===== config.mk =====
export PLATFORM = sky130hd
export DESIGN_NAME = instruction_queue
export DESIGN_NICKNAME = d
export VERILOG_FILES = /design/src/rtl/instruction_queue_pkg.sv /design/src/rtl/instr_queue_mem.sv /design/src/rtl/instruction_queue.sv
export SDC_FILE = /design/constraint.sdc
export NUM_CORES = 1
export LEC_CHECK = 0
export BUFFER_PORTS_ARGS = -buffer_cell sky130_fd_sc_hd__buf_2
export CORE_MARGIN = 10
export CORE_UTILIZATION = 35
export CTS_CLUSTER_DIAMETER = 200
export DETAILED_ROUTE_END_ITERATION = 16
export GPL_TIMING_DRIVEN = 0
export PLACE_DENSITY_LB_ADDON = 0.08
export SLEW_MARGIN = 10
export SYNTH_ARGS = -nofsm -noshare
export SYNTH_HDL_FRONTEND = slang
export SYNTH_SLANG_ARGS = --single-unit

===== constraint.sdc =====
create_clock -name CLK -period 2.2 [get_ports CLK]
set_clock_uncertainty 0.2 [all_clocks]
set_input_delay 0.22 -clock CLK [delete_from_list [all_inputs] [get_ports CLK]]
set_output_delay 0.22 -clock CLK [all_outputs]
set_load 0.01 [all_outputs]

===== src/rtl/instruction_queue_pkg.sv =====
// Shared definitions for the instruction queue.
//   IQ_DATA_WIDTH / IQ_GROUP_WIDTH / IQ_DEBUG_OP_WIDTH : default widths
//   iq_entry_t : packed queue entry at the default widths
//                {debug_mode, debug_op, debug_addr_inc, word}
package instruction_queue_pkg;

  localparam int IQ_DATA_WIDTH     = 16;
  localparam int IQ_GROUP_WIDTH    = 2;
  localparam int IQ_DEBUG_OP_WIDTH = 3;

  typedef struct packed {
    logic                         debug_mode;
    logic [IQ_DEBUG_OP_WIDTH-1:0] debug_op;
    logic                         debug_addr_inc;
    logic [IQ_DATA_WIDTH-1:0]     word;
  } iq_entry_t;

endpackage


===== src/rtl/instr_queue_mem.sv =====
// Entry storage for the instruction queue.
//   CLK      : clock
//   wr_en    : write wr_data at wr_addr on the rising edge
//   wr_addr  : write index
//   wr_data  : entry to store
//   rd_addr  : asynchronous read index
//   rd_data  : entry at rd_addr
// Contents are deliberately not reset; validity is tracked by the
// pointers and COUNT in the parent.
module instr_queue_mem
  import instruction_queue_pkg::*;
#(
  parameter int WIDTH = $bits(iq_entry_t),
  parameter int DEPTH = 4
) (
  input  logic                     CLK,
  input  logic                     wr_en,
  input  logic [$clog2(DEPTH)-1:0] wr_addr,
  input  logic [WIDTH-1:0]         wr_data,
  input  logic [$clog2(DEPTH)-1:0] rd_addr,
  output logic [WIDTH-1:0]         rd_data
);

  logic [WIDTH-1:0] mem [DEPTH];

  always_ff @(posedge CLK) begin
    if (wr_en) mem[wr_addr] <= wr_data;
  end

  assign rd_data = mem[rd_addr];

endmodule


===== src/rtl/instruction_queue.sv =====
// Instruction buffer between the fetch path and the decoder.
//   CLK, RESET (sync, active-high), FLUSH
//   DIN / DIN_VALID / DIN_READY        : fetch-side push interface
//   DEBUG_ADDR_INC / DEBUG_OP / DEBUG_MODE : sideband captured with DIN
//   EXECUTE                            : decoder requests next word
//   INSTRUCTION / GROUPX / DEBUG_*_I   : registered issued word
//   INSTR_VALID                        : output holds word from last EXECUTE
//   EMPTY / FULL / COUNT               : occupancy
module instruction_queue
  import instruction_queue_pkg::*;
#(
  parameter int DATA_WIDTH     = IQ_DATA_WIDTH,
  parameter int GROUP_WIDTH    = IQ_GROUP_WIDTH,
  parameter int DEBUG_OP_WIDTH = IQ_DEBUG_OP_WIDTH,
  parameter int DEPTH          = 4
) (
  input  logic                              CLK,
  input  logic                              RESET,
  input  logic                              FLUSH,
  input  logic [DATA_WIDTH-1:0]             DIN,
  input  logic                              DIN_VALID,
  output logic                              DIN_READY,
  input  logic                              DEBUG_ADDR_INC,
  input  logic [DEBUG_OP_WIDTH-1:0]         DEBUG_OP,
  input  logic                              DEBUG_MODE,
  input  logic                              EXECUTE,
  output logic [DATA_WIDTH-GROUP_WIDTH-1:0] INSTRUCTION,
  output logic [GROUP_WIDTH-1:0]            GROUPX,
  output logic                              DEBUG_ADDR_INC_I,
  output logic [DEBUG_OP_WIDTH-1:0]         DEBUG_OP_I,
  output logic                              DEBUG_MODE_I,
  output logic                              INSTR_VALID,
  output logic                              EMPTY,
  output logic                              FULL,
  output logic [$clog2(DEPTH):0]            COUNT
);

  localparam int PW = $clog2(DEPTH);
  localparam int CW = PW + 1;
  localparam logic [CW-1:0] DEPTH_C = CW'(DEPTH);

  typedef struct packed {
    logic                      debug_mode;
    logic [DEBUG_OP_WIDTH-1:0] debug_op;
    logic                      debug_addr_inc;
    logic [DATA_WIDTH-1:0]     word;
  } entry_t;

  logic [PW-1:0] wr_ptr, rd_ptr;
  logic [CW-1:0] count_q;
  logic          instr_valid_q;
  entry_t        out_q;
  entry_t        din_entry, head_entry, issue_entry;
  logic          push, pop, bypass, wr_en;

  assign EMPTY     = (count_q == '0);
  assign FULL      = (count_q == DEPTH_C);
  assign DIN_READY = !FULL;

  assign din_entry = '{debug_mode: DEBUG_MODE, debug_op: DEBUG_OP,
                       debug_addr_inc: DEBUG_ADDR_INC, word: DIN};

  assign push   = DIN_VALID && DIN_READY;
  assign pop    = EXECUTE && !EMPTY;
  assign bypass = EXECUTE && EMPTY && push;
  // A bypassed word never enters the array; flush/reset also drop the push.
  assign wr_en  = push && !bypass && !FLUSH && !RESET;

  assign issue_entry = pop ? head_entry : din_entry;

  instr_queue_mem #(
    .WIDTH ($bits(entry_t)),
    .DEPTH (DEPTH)
  ) u_mem (
    .CLK     (CLK),
    .wr_en   (wr_en),
    .wr_addr (wr_ptr),
    .wr_data (din_entry),
    .rd_addr (rd_ptr),
    .rd_data (head_entry)
  );

  always_ff @(posedge CLK) begin
    if (RESET) begin
      wr_ptr        <= '0;
      rd_ptr        <= '0;
      count_q       <= '0;
      instr_valid_q <= 1'b0;
      out_q         <= '0;
    end else if (FLUSH) begin
      // Output data is kept so the decoder still sees the last word.
      wr_ptr        <= '0;
      rd_ptr        <= '0;
      count_q       <= '0;
      instr_valid_q <= 1'b0;
    end else begin
      if (wr_en) wr_ptr <= wr_ptr + PW'(1);
      if (pop)   rd_ptr <= rd_ptr + PW'(1);

      if (pop || bypass) begin
        out_q         <= issue_entry;
        instr_valid_q <= 1'b1;
      end else if (EXECUTE) begin
        instr_valid_q <= 1'b0;
      end

      if (wr_en && !pop)      count_q <= count_q + CW'(1);
      else if (!wr_en && pop) count_q <= count_q - CW'(1);
    end
  end

  assign INSTRUCTION      = out_q.word[DATA_WIDTH-GROUP_WIDTH-1:0];
  assign GROUPX           = out_q.word[DATA_WIDTH-1 -: GROUP_WIDTH];
  assign DEBUG_ADDR_INC_I = out_q.debug_addr_inc;
  assign DEBUG_OP_I       = out_q.debug_op;
  assign DEBUG_MODE_I     = out_q.debug_mode;
  assign INSTR_VALID      = instr_valid_q;
  assign COUNT            = count_q;

endmodule

---- Yosys cells after proc, flatten, opt, wreduce, memory -nomap -nowiden ----
Memory sizes are Yosys's and may differ from the RTL's. A register that Yosys moved wholly into a read port is not among the register bits.
Cells that the tools add are included.
storage, ports and cells
  register bits after elaboration ......... 29
  memory bits (writable) .................. 84
  bits of input ports ..................... 26
  output and inout port bits .............. 28
  logic and storage cells ................. 46
  memories ................................ 1
memories
  name       depth  width  read ports  clocked after Yosys merged registers in  write ports  RTL line               RTL
  u_mem.mem  4      21     1           1                                        1            instr_queue_mem.sv:24  logic [WIDTH-1:0] mem [DEPTH];
cells by class
  add/sub/neg operators ................... 4
  equality and inequality tests ........... 1
  mux-type cells .......................... 9
  bitwise gates (word level) .............. 1
  reductions and logical operators ........ 22
operators with widths
  cell                   count
  $mux W21               1
  $logic_and A1 B1 Y1    9
  $logic_not A1 Y1       7
  $mux W3                2
  $add A2 B1 Y2 const B  2
  $mux W1                4
  $mux W2                2
  $reduce_bool A2 Y1     2
  $add A3 B1 Y3 const B  1
  $eq A3 B3 Y1 const B   1
  $logic_not A3 Y1       1
  $sub A3 B1 Y3 const B  1
  $reduce_and A2 Y1      1
  $reduce_or A2 Y1       1
  $logic_or A1 B1 Y1     1
  $not A1 Y1             1

---- Logic depth before layout (Yosys ltp) ----
  depth in word-level cells ............... 12
  mapped depth ............................ 9
  mapped depth without buffers ............ 9

---- Cells and area by module ----
A second synthesis with hierarchy kept.
unflattened totals
  cell total of the unflattened synthesis .. 273
  area total of the unflattened synthesis .. 4491.8 um^2
by module, submodules not included
  module             times used  cells an instance  area an instance (um^2)  sequential area each (um^2)
  instr_queue_mem    1           113                3062.9                   2522.4
  instruction_queue  1           160                1428.9                   580.6

---- Worst setup path before layout ----
OpenSTA, ideal clock, no wires.
  kind .................................... reg2reg
  from .................................... register count_q[0], in the netlist COUNT[0]
  to ...................................... register count_q[2], in the netlist COUNT[2]
  setup time .............................. 71 ps
  arrival ................................. 2142 ps
  data required time ...................... 1929 ps
  path slack .............................. -213 ps
  stages on the path, launching flop included .. 10
  path buffers ............................ 1
  period minus slack after synthesis ...... 2413 ps
  cell sequence ........................... dfxtp_1 o31a_1 inv_2 buf_4 ha_1 inv_1 fa_1 xor2_1 or3_1 a21oi_1
between the ends
  longest elaborated chain between the ends .. 11
  elaborated cells between the ends (all ways) .. 21
  classes of those cells .................. 2 x add/sub; 1 x eq/ne; 2 x mux; 16 x reduce/logical
RTL lines
  item                                 RTL line                  RTL
  start: declaration                   instruction_queue.sv:50   logic [CW-1:0] count_q;
  start signal: assignment             instruction_queue.sv:107  if (wr_en && !pop) count_q <= count_q + CW'(1);
  start signal: assignment             instruction_queue.sv:108  else if (!wr_en && pop) count_q <= count_q - CW'(1);
  $eq A3 B3 Y1                         instruction_queue.sv:57   assign FULL = (count_q == DEPTH_C);
  $logic_not A1 Y1                     instruction_queue.sv:58   assign DIN_READY = !FULL;
  $logic_and A1 B1 Y1                  instruction_queue.sv:63   assign push = DIN_VALID && DIN_READY;
  $logic_and A1 B1 Y1                  instruction_queue.sv:65   assign bypass = EXECUTE && EMPTY && push;
  $logic_not A1 Y1                     instruction_queue.sv:67   assign wr_en = push && !bypass && !FLUSH && !RESET;
  $logic_and A1 B1 Y1 (3 in series)    instruction_queue.sv:67
  $logic_not A1 Y1                     instruction_queue.sv:108
  $logic_and A1 B1 Y1                  instruction_queue.sv:108
  $reduce_bool A2 Y1 (no source line)  -
Several ways; a longest one is shown, not always the timed one. The select of a mux whose other input is x is not followed.
A chain may end at the register's enable or synchronous reset.

---- Worst setup path in the final report ----
Ends and elaborated chain as after synthesis.

==> impl_results.md <==
- Status: finished with violations
- Failing checks: setup timing
- Slew HR: 0.572
- CTS Buffer Depth: 2
- Setup slack at placement: -0.613 ns
- CP max FO: 4
- CP Capture Type: register
- Most frequent cells in the layout: edfxtp_1, buf_2, nand2_1
- Core area: between 0.01 and 0.015 mm2
- First-pass GRT wire length: between 15 and 20 mm
- Syn Nets: around 310
- Final setup fails: 1
- Post-Layout Inst Area: ~0.0058 mm2
- Max layer used: met4
- Reg area: approximately 0.0032 mm2
- CTS root buf: clkbuf_16
- Drt wl/cell: 17.9 um
- Cells after Synth: 280
- Ant diodes: 0
- PnR worst setup slack: -0.0485 ns
- Critical Path RT: around 2.3 ns
- Largest net degree at the start of global routing: 22
- Seq/Total Area, Yosys: 0.706
- Total power: about 5100 uW
- Setup CP Type: reg2reg
- WP data arrival: ~2.4 ns
- Final wirelength: just over 10 mm
- Skew-Pair Late Insertion Delay: between 0.4 and 0.5 ns
- Synth Area per Inst: approximately 16 um2
- IO Port Bufs: 53
- Post-DP Area: approximately 0.0050 mm2
- Lkg Pwr: 0.00210 uW
- Clk sinks: roughly 120
- Met2 wire length: between 4 and 5 mm
- Die height: 133 um
- H-tree depth: 4
- Reg-to-reg setup timing slack: -0.05 ns
- First-pass iteration count of the detailed router: 4
- VDD IR max: between 0.0005 and 0.0006 V
- Routed length on met1: roughly 4.7 mm
- # DRC: 0
- Footprint of the multi-input gates: ~0.0012 mm2
- DRT antenna net count: 0
- Final min period: between 2 and 2.5 ns
- Share of cells above drive strength 1: 0.332
- Starting DRT DRC Count: around 130
- Synthesized flop and latch total: between 100 and 150
- Grt ovf: 0
- Worst slew pin tran: about 0.64 ns
- Yosys Warn Count: 0
- Max frequency: 445 MHz
- Post-synthesis cell area: 0.00445 mm2
- Die ar.: around 0.018 mm2
- Vias in the first global route: between 2,000 and 3,000
- Pwr dens: about 880 mW/mm2
- Vias after detailed routing: about 2,700
- Antenna violations before repair: 0
- Commonest non-fill, non-tap cell in the layout: edfxtp_1
- Crit path launch type: register
- DIE WIDTH: 133 um
- CTS tree: built
- Io pins: 54
- Num CTS Buffers: 17
- Register clock-pin slew on the reported worst setup and hold paths: 0.05 ns
- Fin util: 0.464
- Post-detail-place hpwl: a little over 6 mm
- Final Net Count: roughly 420
- Synthesis-to-layout area growth: 30.3%
- Starting Density: 0.356
- Cell variety after synth: 28
- GRT Resource Usage Total: 0.119
- # rows: 41
- Fin crit share: 1.02
- Hold WC Path Type: in2reg
- Max-slew violation count: 0
- RSZ-0062 raised after global routing: true
- Met3 wire length: about 460 um
- # fillers: 1,166
- Placer Congestion: ~0.7
- Maxcap violations: 0
- Final Hold Viols: 0
- Via density per instance: between 4 and 5
- Min Hold Slack: just over 0.03 ns
==> cell type report <==
cell class,count,share of cell area
inverters,5,0.00323
plain buffers,15,0.0175
clock inverters,1,0.000863
flip-flops and latches,115,0.544
clock buffers,31,0.0876
multi-input cells,145,0.211
repair buffers,86,0.0988
well taps,172,0.0371
==> path summary, 6_finish.rpt <==
check                  from             end  cells after the start
max                COUNT[0]        COUNT[2]                      9
min               DIN_VALID       wr_ptr[1]                      4
max reg2reg        COUNT[0]        COUNT[2]                      9
min reg2reg  INSTRUCTION[9]  INSTRUCTION[9]                      2
==> cell usage after synthesis (all sizes together) <==
library cell  instances  area share
a311oi               21       0.041
o21ai                 1      0.0011
xor2                  3      0.0059
xnor2                 2      0.0039
nor4                  1      0.0028
edfxtp               84        0.57
a211oi                1      0.0017
nand2                44       0.037
a21oi                 1      0.0011
dfxtp                31        0.14
inv                   5      0.0042
mux4                 21        0.11
buf                  12       0.019
or3                   1      0.0014
and2                  4      0.0056
or2                   1      0.0014
mux2i                 2      0.0045
o31ai                 1      0.0017
nor3b                 1      0.0042
clkbuf                3      0.0025
ha                    5       0.014
nor3                  1      0.0011
o31a                  1      0.0020
nor2                 32       0.027
fa                    1      0.0045
==> worst max-delay path: stages, from the launching register on <==
cell,delay [ns]
dfxtp_4,0.35
o31a_1,0.35
inv_2,0.10
buf_8,0.10
ha_4,0.13
inv_2,0.03
fa_2,0.32
xor2_1,0.16
or3_1,0.30
a21oi_1,0.12
==> per-stage QoR <==
stage / setup TNS [ns] / instances
final: -0.0485 / 570
after detailed placement: -34.18 / 505
after global placement: -53.89 / 505
after global routing: -0.115 / 570
after CTS: -0.0450 / 569
after floorplan: -0.0334 / 280
==> flip-flops by register name (all words and copies together) (netlist names), named ones only <==
register,flops
COUNT,3
DEBUG_ADDR_INC_I,1
DEBUG_MODE_I,1
DEBUG_OP_I,3
GROUPX,2
INSTRUCTION,14
INSTR_VALID,1
rd_ptr,2
u_mem.mem,84
wr_ptr,2
==> layer usage <==
metal / up-vias / GRT usage
li1: 1277 / -
met1: 1339 / 0.151
met2: 62 / 0.182
met3: 15 / 0.0367
met4: 0 / 0.0587
met5: - / 0
==> where the power goes <==
part / switching [uW] / internal [uW]
Sequential: 19.7 / 2370
Clock: 862 / 1520
Combinational: 173 / 147
==> what timing repair did <==
action                     in CTS  in global routing
setup buffers                   8                  1
setup endpoints to repair      44                  1
hold buffers                   24                  0
hold endpoints to repair      106                  0
pin swaps                       2                  1
resized for setup               7                  2
==> cell families (layout without fill, tap and decap cells) <==
logic type                 after synthesis  after routing  share of synthesized area
DFF                                    115            115                      0.706
AOI/OAI and AO/OA                       26             26                     0.0489
and+or+nand+nor                         85             85                     0.0807
adders and majority gates                6              6                     0.0185
muxes                                   23             23                      0.111
xor gates and xnor gates                 5              5                    0.00984
buffers and inverters                   20            138                     0.0253
Power figures use the tool's default switching activity.
